## src/rtl/serializer_par.sv

```systemverilog
// Parallel-to-serial converter with variable word length and a one-deep pending buffer.
// Words run back-to-back; busy_o reflects the pending slot being occupied.
module serializer_par #(
    parameter int DATA_W    = 16,
    parameter int MOD_W     = $clog2(DATA_W),
    parameter int MIN_LEN   = 3,
    parameter int MSB_FIRST = 1
) (
    input  logic              clk_i,
    input  logic              arst_n_i,
    input  logic [DATA_W-1:0] data_i,
    input  logic [MOD_W-1:0]  data_mod_i,
    input  logic              data_val_i,
    output logic              ser_data_o,
    output logic              ser_data_val_o,
    output logic              busy_o
);

    localparam int LEN_W_MIN = $clog2(DATA_W + 1);
    localparam int LEN_W     = (MOD_W > LEN_W_MIN) ? MOD_W : LEN_W_MIN;

    typedef enum logic {
        IDLE,
        SHIFT
    } state_t;

    state_t            state_q, state_d;
    logic [DATA_W-1:0] act_sr_q, act_sr_d;
    logic [LEN_W-1:0]  act_cnt_q, act_cnt_d;
    logic [DATA_W-1:0] pend_data_q, pend_data_d;
    logic [LEN_W-1:0]  pend_len_q, pend_len_d;
    logic              pend_full_q, pend_full_d;
    logic              ser_d, ser_val_d;

    logic [LEN_W-1:0]  in_len_raw;
    logic [LEN_W-1:0]  in_len;
    logic              in_ok;
    logic              accept;
    logic              last_bit;

    logic              load;
    logic [DATA_W-1:0] load_word;
    logic [LEN_W-1:0]  load_len;

    function automatic logic first_bit(input logic [DATA_W-1:0] w);
        return (MSB_FIRST != 0) ? w[DATA_W-1] : w[0];
    endfunction

    function automatic logic [DATA_W-1:0] rest_bits(input logic [DATA_W-1:0] w);
        return (MSB_FIRST != 0) ? {w[DATA_W-2:0], 1'b0} : {1'b0, w[DATA_W-1:1]};
    endfunction

    // A length field wider than the word is clamped so no bit beyond the word is ever sent.
    always_comb begin
        in_len_raw = LEN_W'(data_mod_i);
        if (data_mod_i == '0) begin
            in_len = LEN_W'(DATA_W);
        end else if (in_len_raw > LEN_W'(DATA_W)) begin
            in_len = LEN_W'(DATA_W);
        end else begin
            in_len = in_len_raw;
        end
    end

    assign in_ok    = (in_len >= LEN_W'(MIN_LEN));
    assign accept   = data_val_i && !pend_full_q && in_ok;
    assign last_bit = (act_cnt_q == '0);

    always_comb begin
        state_d     = state_q;
        act_sr_d    = act_sr_q;
        act_cnt_d   = act_cnt_q;
        pend_data_d = pend_data_q;
        pend_len_d  = pend_len_q;
        pend_full_d = pend_full_q;
        ser_d       = 1'b0;
        ser_val_d   = 1'b0;
        load        = 1'b0;
        load_word   = data_i;
        load_len    = in_len;

        case (state_q)
            IDLE: begin
                if (accept) begin
                    load = 1'b1;
                end
            end
            SHIFT: begin
                if (!last_bit) begin
                    ser_d     = first_bit(act_sr_q);
                    ser_val_d = 1'b1;
                    act_sr_d  = rest_bits(act_sr_q);
                    act_cnt_d = act_cnt_q - LEN_W'(1);
                    if (accept) begin
                        pend_data_d = data_i;
                        pend_len_d  = in_len;
                        pend_full_d = 1'b1;
                    end
                end else if (pend_full_q) begin
                    load        = 1'b1;
                    load_word   = pend_data_q;
                    load_len    = pend_len_q;
                    pend_full_d = 1'b0;
                end else if (accept) begin
                    load = 1'b1;
                end else begin
                    state_d = IDLE;
                end
            end
            default: begin
                state_d = IDLE;
            end
        endcase

        // The first bit leaves on the loading edge, so the counter holds bits still to come.
        if (load) begin
            state_d   = SHIFT;
            ser_d     = first_bit(load_word);
            ser_val_d = 1'b1;
            act_sr_d  = rest_bits(load_word);
            act_cnt_d = load_len - LEN_W'(1);
        end
    end

    always_ff @(posedge clk_i or negedge arst_n_i) begin
        if (!arst_n_i) begin
            state_q        <= IDLE;
            act_sr_q       <= '0;
            act_cnt_q      <= '0;
            pend_data_q    <= '0;
            pend_len_q     <= '0;
            pend_full_q    <= 1'b0;
            ser_data_o     <= 1'b0;
            ser_data_val_o <= 1'b0;
        end else begin
            state_q        <= state_d;
            act_sr_q       <= act_sr_d;
            act_cnt_q      <= act_cnt_d;
            pend_data_q    <= pend_data_d;
            pend_len_q     <= pend_len_d;
            pend_full_q    <= pend_full_d;
            ser_data_o     <= ser_d;
            ser_data_val_o <= ser_val_d;
        end
    end

    assign busy_o = pend_full_q;

endmodule

```

## config.mk

```make
export PLATFORM = sky130hd
export DESIGN_NAME = serializer_par
export DESIGN_NICKNAME = d
export VERILOG_FILES = /design/src/rtl/serializer_par.sv
export SDC_FILE = /design/constraint.sdc
export NUM_CORES = 1
export LEC_CHECK = 0
export CORE_ASPECT_RATIO = 0.8
export CORE_MARGIN = 4
export CORE_UTILIZATION = 59
export DETAILED_ROUTE_END_ITERATION = 12
export GPL_ROUTABILITY_DRIVEN = 0
export PLACE_DENSITY = 0.94
export SKIP_LAST_GASP = 1
export SLEW_MARGIN = 20
export SYNTH_ARGS = -nofsm -noshare
export SYNTH_HDL_FRONTEND = slang
export SYNTH_SLANG_ARGS = --single-unit
```

## constraint.sdc

```tcl
create_clock -name clk_i -period 4.75 [get_ports clk_i]
set_clock_uncertainty 0.05 [all_clocks]
set_input_delay 0.95 -clock clk_i [delete_from_list [all_inputs] [get_ports clk_i]]
set_output_delay 0.95 -clock clk_i [all_outputs]
set_load 0.1 [all_outputs]
```

==> Word level (Yosys, flattened, before mapping) <==
Index checks and enable logic that the tools add are counted.
{ "word_totals": {"register_bits": 46, "in_bits": 23, "rom_bits": 0, "memories": 0, "latchBits": 0, "elab_cells": 54, "ramBits": 0} }
{ "classes": {"n_bitwise": 2, "muxes": 29, "n_reduce_logical": 10, "shift": 0, "order_cmp": 2, "eq_ne": 1, "addsub": 2, "n_mul": 0, "div": 0} }
{ "op_table": {"columns": ["op", "n"], "rows": [
  ["$mux 16", 6],
  ["$mux 5", 8],
  ["$mux 1", 14],
  ["$sub 5x1->5 const B", 2],
  ["$ge 5x2->1 const B", 1],
  ["$gt 4x5->1 const B", 1],
  ["$logic_not 5->1", 1],
  ["$logic_not 4->1", 1],
  ["$reduce_and 2->1", 2],
  ["$reduce_bool 2->1", 2],
  ["$reduce_and 3->1", 1],
  ["$logic_and 1x1->1", 2],
  ["$ne 2x1->1 const B", 1],
  ["$not 1->1", 2],
  ["$pmux 1 s2", 1],
  ["$logic_not 1->1", 1]
]} }

==> Logic depth before layout (Yosys ltp) <==
Gate-level depths: netlist of the first run.
{ "depth": {"depth_word": 11, "ltp_mapped": 10} }

==> Least setup slack after synthesis of the first run <==
No wires, ideal clock.
{ "synth_path": {"path_kind": "register -> register", "from": "register pend_full_q, in the netlist busy_o", "to": "register act_cnt_q[2]", "required_time_ps": 4568, "setup_slack_ps": 1962, "path_buffers": 1, "arrival_time_ps": 2606, "period_less_slack_ps": 2788, "stages_incl_launch_ff": 10, "path_cell_list": "dfrtp_1 and2_1 nor3b_4 buf_6 mux2_1 mux2i_1 ha_1 inv_1 xnor2_1 o21ai_1"} }
{ "synth_via": {"elab_chain_cells": 9} }
{ "synth_lines": {"columns": ["item", "line_no", "text"], "rows": [
  ["start: declaration", "32", "logic pend_full_q, pend_full_d;"],
  ["start signal: assignment", "141", "pend_full_q <= pend_full_d;"],
  ["$logic_not 1->1", "66", "assign accept = data_val_i && !pend_full_q && in_ok;"],
  ["$logic_and 1x1->1 (2 in a row)", "66", null],
  ["$mux 1", "84, 104", null],
  ["$mux 1", "99", "end else if (pend_full_q) begin"],
  ["$mux 1", "89", "if (!last_bit) begin"],
  ["$pmux 1 s2", "82", "case (state_q)"],
  ["$ne 2x1->1 (no source line) / $reduce_bool 2->1 (equally long branches)", null, null],
  ["$reduce_and 2->1 (no source line)", null, null],
  ["end signal: assignment", "138", "act_cnt_q <= act_cnt_d;"],
  ["end: declaration", "29", "logic [LEN_W-1:0] act_cnt_q, act_cnt_d;"]
]} }
Parallel ways exist; a longest one is shown, timed or not.
A chain may end at the register's enable or synchronous reset.

==> Final worst setup path of the first run <==
{ "layout_path": {"from": "input data_mod_i[0]", "to": "register act_cnt_q[2]"} }
{ "layout_via": {"elab_chain_cells": 11} }
{ "layout_lines": {"columns": ["item", "line_no", "text"], "rows": [
  ["start: declaration", "12", "input logic [MOD_W-1:0] data_mod_i,"],
  ["$gt 4x5->1", "58", "end else if (in_len_raw > LEN_W'(DATA_W)) begin"],
  ["$mux 5", "58", null],
  ["$mux 5 *", "56", "if (data_mod_i == '0) begin"],
  ["$ge 5x2->1", "65", "assign in_ok = (in_len >= LEN_W'(MIN_LEN));"],
  ["$logic_and 1x1->1", "66", null],
  ["$mux 1", "84, 104", null],
  ["$mux 1", "99", null],
  ["$mux 1", "89", null],
  ["$pmux 1 s2", "82", null],
  ["$ne 2x1->1 (no source line) / $reduce_bool 2->1 (equally long branches)", null, null],
  ["$reduce_and 2->1 (no source line)", null, null]
]} }
Every way passes the cells marked *; elsewhere a longest branch is shown, timed or not.

==> impl_results.md, run 1 <==
- Drt wl/cell: 17.3 um
- Most frequent cells in the layout: dfrtp_1, mux2_2, nand2_1
- Crit end category: register
- Met2 Resource Use GR: 29.9%
- Slew headroom: 33.7%
- Slew Limit Fails: 0
- DRT iter0 DRCs: 111
- RSZ-0062 raised after global routing: no
- Hold Path Class: register to register
- LEAKAGE: 1.04 nW
- Commonest non-fill, non-tap cell in the layout: dfrtp_1
- Crit Path Max Fanout: 13
- Final worst path period need: 3300 ps
- Post-synth cell types: 33
- Core ar.: 0.00349 mm2
- Peak supply drop: 435 uV
- Die width: 75.9 um
- Syn Inst Count: 188
- Worst Path Arrival: 3430 ps
- Met1 global-route usage: 29.5%
- Hold path depth: 2
- GR peak layer: met2
- Remaining routing DRC violations: 0
- Cell area after layout: 0.00251 mm2
- Die height: 62.3 um
- Power density over cell area: 649 mW/mm2
- Dpl cells: 247
- Yosys warning count: 0
- F_max: 0.303 GHz
- Area post-placement: 0.00241 mm2
- Req. time, crit path: 4880 ps
- Critical Setup Path Class: input port to register
- Worst skew pair latency: 290 ps
- Ant diodes: 0
- Drt first pass iters: 4
- Post-CTS setup buffers: 0
- Non-filler cells in the finished layout: 255
- Share of the synthesized area in the top cell type: 51.8%
- Leading area contributor after synthesis: dfrtp_1
- TNS Setup: 0 ps
- Final Core Density: 72.0%
- Max-cap check violation count: 0
- Initial Util: 62.2%
- GRT Util Overall: 20.6%
- Inserted Clock Buffers: 5
- Rows: 19
- First-pass GRT wire length: 7510 um
- Post-DP HPWL: 2990 um
- ANT nets after route: 0
- Endpoints failing setup: 0
- Yosys reg bits: 45
- Final Cycle Share: 69.4%
- Area Growth Syn to Fin: 15.7%
- Fillers: 275
- Top-Level Pins: 26
- Fin. Hold Viols: 0
- Synth top area cells: dfrtp_1, mux2_2, nand2_1
- Synth Net Count: 212
- Sequential area share after synthesis: 51.8%
- PortBufs: 25
- Num Clock Sinks: 45
- Via Count: 1543
- FF-to-FF path depth: 8
- Worst Tran Pin Value: 992 ps
- Routed Wire Length: 4400 um
- Clock Pin Slew Worst Setup and Hold Paths: 80 ps
- Register area: 0.00113 mm2
- Full die area: 0.00472 mm2
- Fraction of layout instances using a drive strength above 1: 20.2%
- Root Buffer: clkbuf_8
- Avg Cell Area, Syn: 11.6 um2
- Vias per inst: 6.05
- Initial antenna violation count: 0
- H-tree level count: 2
- CTS Buffer Depth: 2
- Hold buffer count at cts: 0
- Post_cts resized: 0
- CTS tree: yes
- Overflow after GRT: 0
- Met3 usage: 6.29%
- Vias in the first global route: 1618
- Multi-input gate area: 963 um2
- Startpoint types: input port
- Status: completed
- Largest net degree at the start of global routing: 46
- Synth Cell Area: 0.00217 mm2
- Nets: 236
## Yosys cell counts
cell type / instances
dfrtp_1: 45
mux2_2: 28
nand2_1: 26
a21oi_1: 13
nor2_1: 11
a221o_1: 6
a31oi_1: 6
mux2i_1: 6
a22oi_1: 4
clkbuf_1: 4
o22ai_1: 4
buf_2: 3
inv_1: 3
mux2_1: 3
a31o_1: 2
and2_1: 2
buf_6: 2
nand4_1: 2
nor2b_1: 2
o21ai_0: 2
xnor2_1: 2
buf_12: 1
ha_1: 1
mux2i_2: 1
nor3_1: 1
nor3b_1: 1
nor3b_4: 1
nor4_1: 1
o21ai_1: 1
o21ai_4: 1
o31ai_1: 1
o41a_1: 1
or4_4: 1
## cell type report
cell class / count / share of cell area (%)
repair buffers: 27 / 10.3
clock buffers: 7 / 3.83
inverters: 3 / 0.448
clock inverters: 1 / 0.199
flip-flops and latches: 45 / 44.8
well taps: 42 / 2.09
multi-input cells: 130 / 38.3
## state kept, by name, summed over array words and instances, names as in the netlist
name,flops
act_cnt_q,5
ser_data_val_o,1
pend_len_q,5
act_sr_q,15
pend_data_q,16
busy_o,1
state_q,1
ser_data_o,1
## power breakdown
part / internal [mW] / switching (mW)
Sequential: 0.572 / 0.119
Clock: 0.132 / 0.127
Combinational: 0.313 / 0.370
Total: 1.02 / 0.617
## final timing paths
kind | start | to | slack (ps)
hold / removal | act_sr_q[1] | act_sr_q[1] | 460
setup / recovery | data_mod_i[0] | act_cnt_q[2] | 1450
setup reg to reg | act_cnt_q[1] | act_cnt_q[2] | 1730
hold reg to reg | act_sr_q[1] | act_sr_q[1] | 460
max in group asynchronous | arst_n_i | act_sr_q[4] | 3300
min in group asynchronous | arst_n_i | pend_len_q[0] | 750
## layer usage
layer	part of all wire, %	wire, um	up-vias
li1	-	-	727
met1	46	2030	752
met2	46	2030	58
met3	7.2	316	6
met4	0.61	27	0
met5	0	0	-
## critical path: stages
cell and delay (ps):
clkdlybuf4s50_1 540, xnor2_1 160, o41a_1 180, and2_1 520
mux2i_1 420, ha_1 280, inv_1 80, xnor2_1 200
o21ai_1 80
## through the flow
| step | setup WS [ps] | hold slack (ps) | power, mW |
|---|---|---|---|
| final | 1450 | 457 | 1.63 |
| after detailed placement | 1170 | 443 | 1.38 |
| after floorplan | 1960 | 400 | 1.22 |
| after global placement | 1300 | 419 | 1.33 |
| after global routing | 1310 | 473 | 1.75 |
| after CTS | 1480 | 462 | 1.64 |
## kinds of logic after synthesis
| kind of cell | synth area share [%] |
|---|---|
| XOR/XNOR | 0.806 |
| buffers and inverters | 3.86 |
| AO/OA/AOI/OAI | 13.1 |
| multiplexers | 19.5 |
| adder cells (fa/ha/maj) | 0.576 |
| AND/OR/NAND/NOR | 10.4 |
| flip-flops | 51.8 |
No activity file was read; power rests on OpenSTA's default activity.
==> run 2: changes to the inputs <==
Settings changed: CORE_UTILIZATION 59 to 50, PLACE_DENSITY 0.94 to 0.86.
Clock period 4.75 ns to 2.7 ns, I/O delays scaled along.
==> run 2 against run 1 <==
Sequential share of layout area decreased by 2.6 points. Sequential power grew 77%. Combinational power rose by 95%. Total power grew 86%. Critical path depth decreased by 1. Cell count rose by 12%. Wire length is 1.4% higher. Utilization fell by 8.0 points. Critical endpoint is now act_cnt_q[4]. Largest power group is now combinational cells. Highest routed layer unchanged.
==> impl_results.md, run 2 (synthesis results as in run 1) <==
- Status: completed
- Root Buffer: clkbuf_8
- Max reg flops: 16
- Die height: 67.0 um
- Initial antenna violation count: 0
- Core ar.: 0.00418 mm2
- Worst skew pair latency: 290 ps
- Power Total: 3.03 mW
- CTS tree: yes
- Non-filler cells in the finished layout: 285
- Multi-input gate area: 986 um2
- Power density over cell area: 1130 mW/mm2
- Overflow after GRT: 0
- Pre-CTS WS: -55.8 ps
- Vias in the first global route: 1514
- PortBufs: 25
- Final worst path period need: 2620 ps
- Remaining routing DRC violations: 0
- Die width: 81.7 um
- Crit Path Max Fanout: 5
- Initial Util: 52.0%
- Worst Path Arrival: 2790 ps
- F_max: 0.382 GHz
- Fin. Hold Viols: 0
- Ant diodes: 0
- Rows: 21
- Worst setup margin: 81.3 ps
- Drt first pass iters: 4
- CTS Buffer Depth: 2
- Num Clock Sinks: 45
- Biggest regs: pend_data_q x16, act_sr_q x15
- Routed Wire Length: 4460 um
- Vias per inst: 5.62
- DRT iter0 DRCs: 127
- Most flops, register: pend_data_q
- Max-cap check violation count: 0
- Hold buffer count at cts: 0
- Slew headroom: 63.0%
- R2R setup slack: 80 ps
- ANT nets after route: 0
- FF-to-FF path depth: 8
- Hold Path Class: input port to async pin
- Startpoint types: register
- Full die area: 0.00547 mm2
- Dpl cells: 273
- Area Growth Syn to Fin: 23.0%
- Post-DP HPWL: 3070 um
- Top-Level Pins: 26
- Via Count: 1603
- Critical Setup Path Class: register to register
- Inserted Clock Buffers: 5
- First-pass GRT wire length: 6990 um
- Worst Hold Slack: 255 ps
- Clock Pin Slew Worst Setup and Hold Paths: 80 ps
- Register area: 0.00113 mm2
- Largest net degree at the start of global routing: 46
- Final Core Density: 64.0%
- Peak supply drop: 735 uV
- Drt wl/cell: 15.7 um
- Endpoints failing setup: 0
- Fraction of layout instances using a drive strength above 1: 29.4%
- Commonest non-fill, non-tap cell in the layout: dfrtp_1
- Nets: 252
- Most frequent cells in the layout: dfrtp_1, mux2_2, nand2_1
- H-tree level count: 2
- Final Cycle Share: 97.0%
- Worst Tran Pin Value: 555 ps
- Slew Limit Fails: 0
- Crit end category: register
- Req. time, crit path: 2870 ps
- LEAKAGE: 1.12 nW
- Fillers: 323
- GRT Util Overall: 17.1%
run 2: cell types whose count changed in the layout (fill, tap and decap cells not counted), sizes merged:
cell           delta
buf              +19
bufinv            +1
clkbuf            -2
clkdlybuf4s50     -3
run 2: critical path, stage by stage, from the launching register on:
cell and delay [ps]:
dfrtp_1 430, or4_4 580, nor3b_4 320, mux2_2 380
mux2i_2 210, ha_2 230, buf_4 110, nand4_1 70
a31oi_1 170
run 2: final timing paths:
kind                         startpoint            end
setup / recovery           act_cnt_q[0]   act_cnt_q[4]
hold / removal                 arst_n_i  pend_len_q[1]
setup reg to reg           act_cnt_q[0]   act_cnt_q[4]
min in group clk_i          act_sr_q[1]    act_sr_q[1]
hold reg to reg             act_sr_q[1]    act_sr_q[1]
max in group asynchronous      arst_n_i         busy_o
run 2: per-layer routing:
metal / GRT usage (%) / share of wire [%] / vias up
met4: 5.81 / 1.2 / 0
met3: 4.86 / 6.6 / 9
met2: 25.1 / 44 / 48
met5: 0 / 0 / -
li1: - / - / 762
met1: 24.1 / 49 / 784
run 2: area by class of cell:
type / instances / area share (%)
multi-input cells: 130 / 36.9
clock buffers: 5 / 2.57
flip-flops and latches: 45 / 42.2
inverters: 3 / 0.421
well taps: 57 / 2.67
clock inverters: 2 / 1.31
repair buffers: 43 / 14.0
run 2: per-stage QoR:
stage | area (um2) | setup TNS (ps)
finish | 2670 | 0
global route | 2670 | -38.2
CTS | 2610 | 0
detailed placement | 2510 | -55.8
global placement | 2510 | 0
floorplan | 2170 | 0
run 2: where the power goes:
part,total (mW),leakage [nW],internal (mW),switching (mW)
Sequential,1.22,0.533,1.01,0.208
Clock,0.490,0.0540,0.269,0.221
Combinational,1.33,0.534,0.655,0.672
Total,3.03,1.12,1.93,1.10
run 2: repair_timing:
| action | 4_1_cts | 5_1_grt |
|---|---|---|
| setup endpoints to repair | 0 | 3 |
| gates resized for setup | 0 | 6 |
| buffers inserted | 0 | 5 |
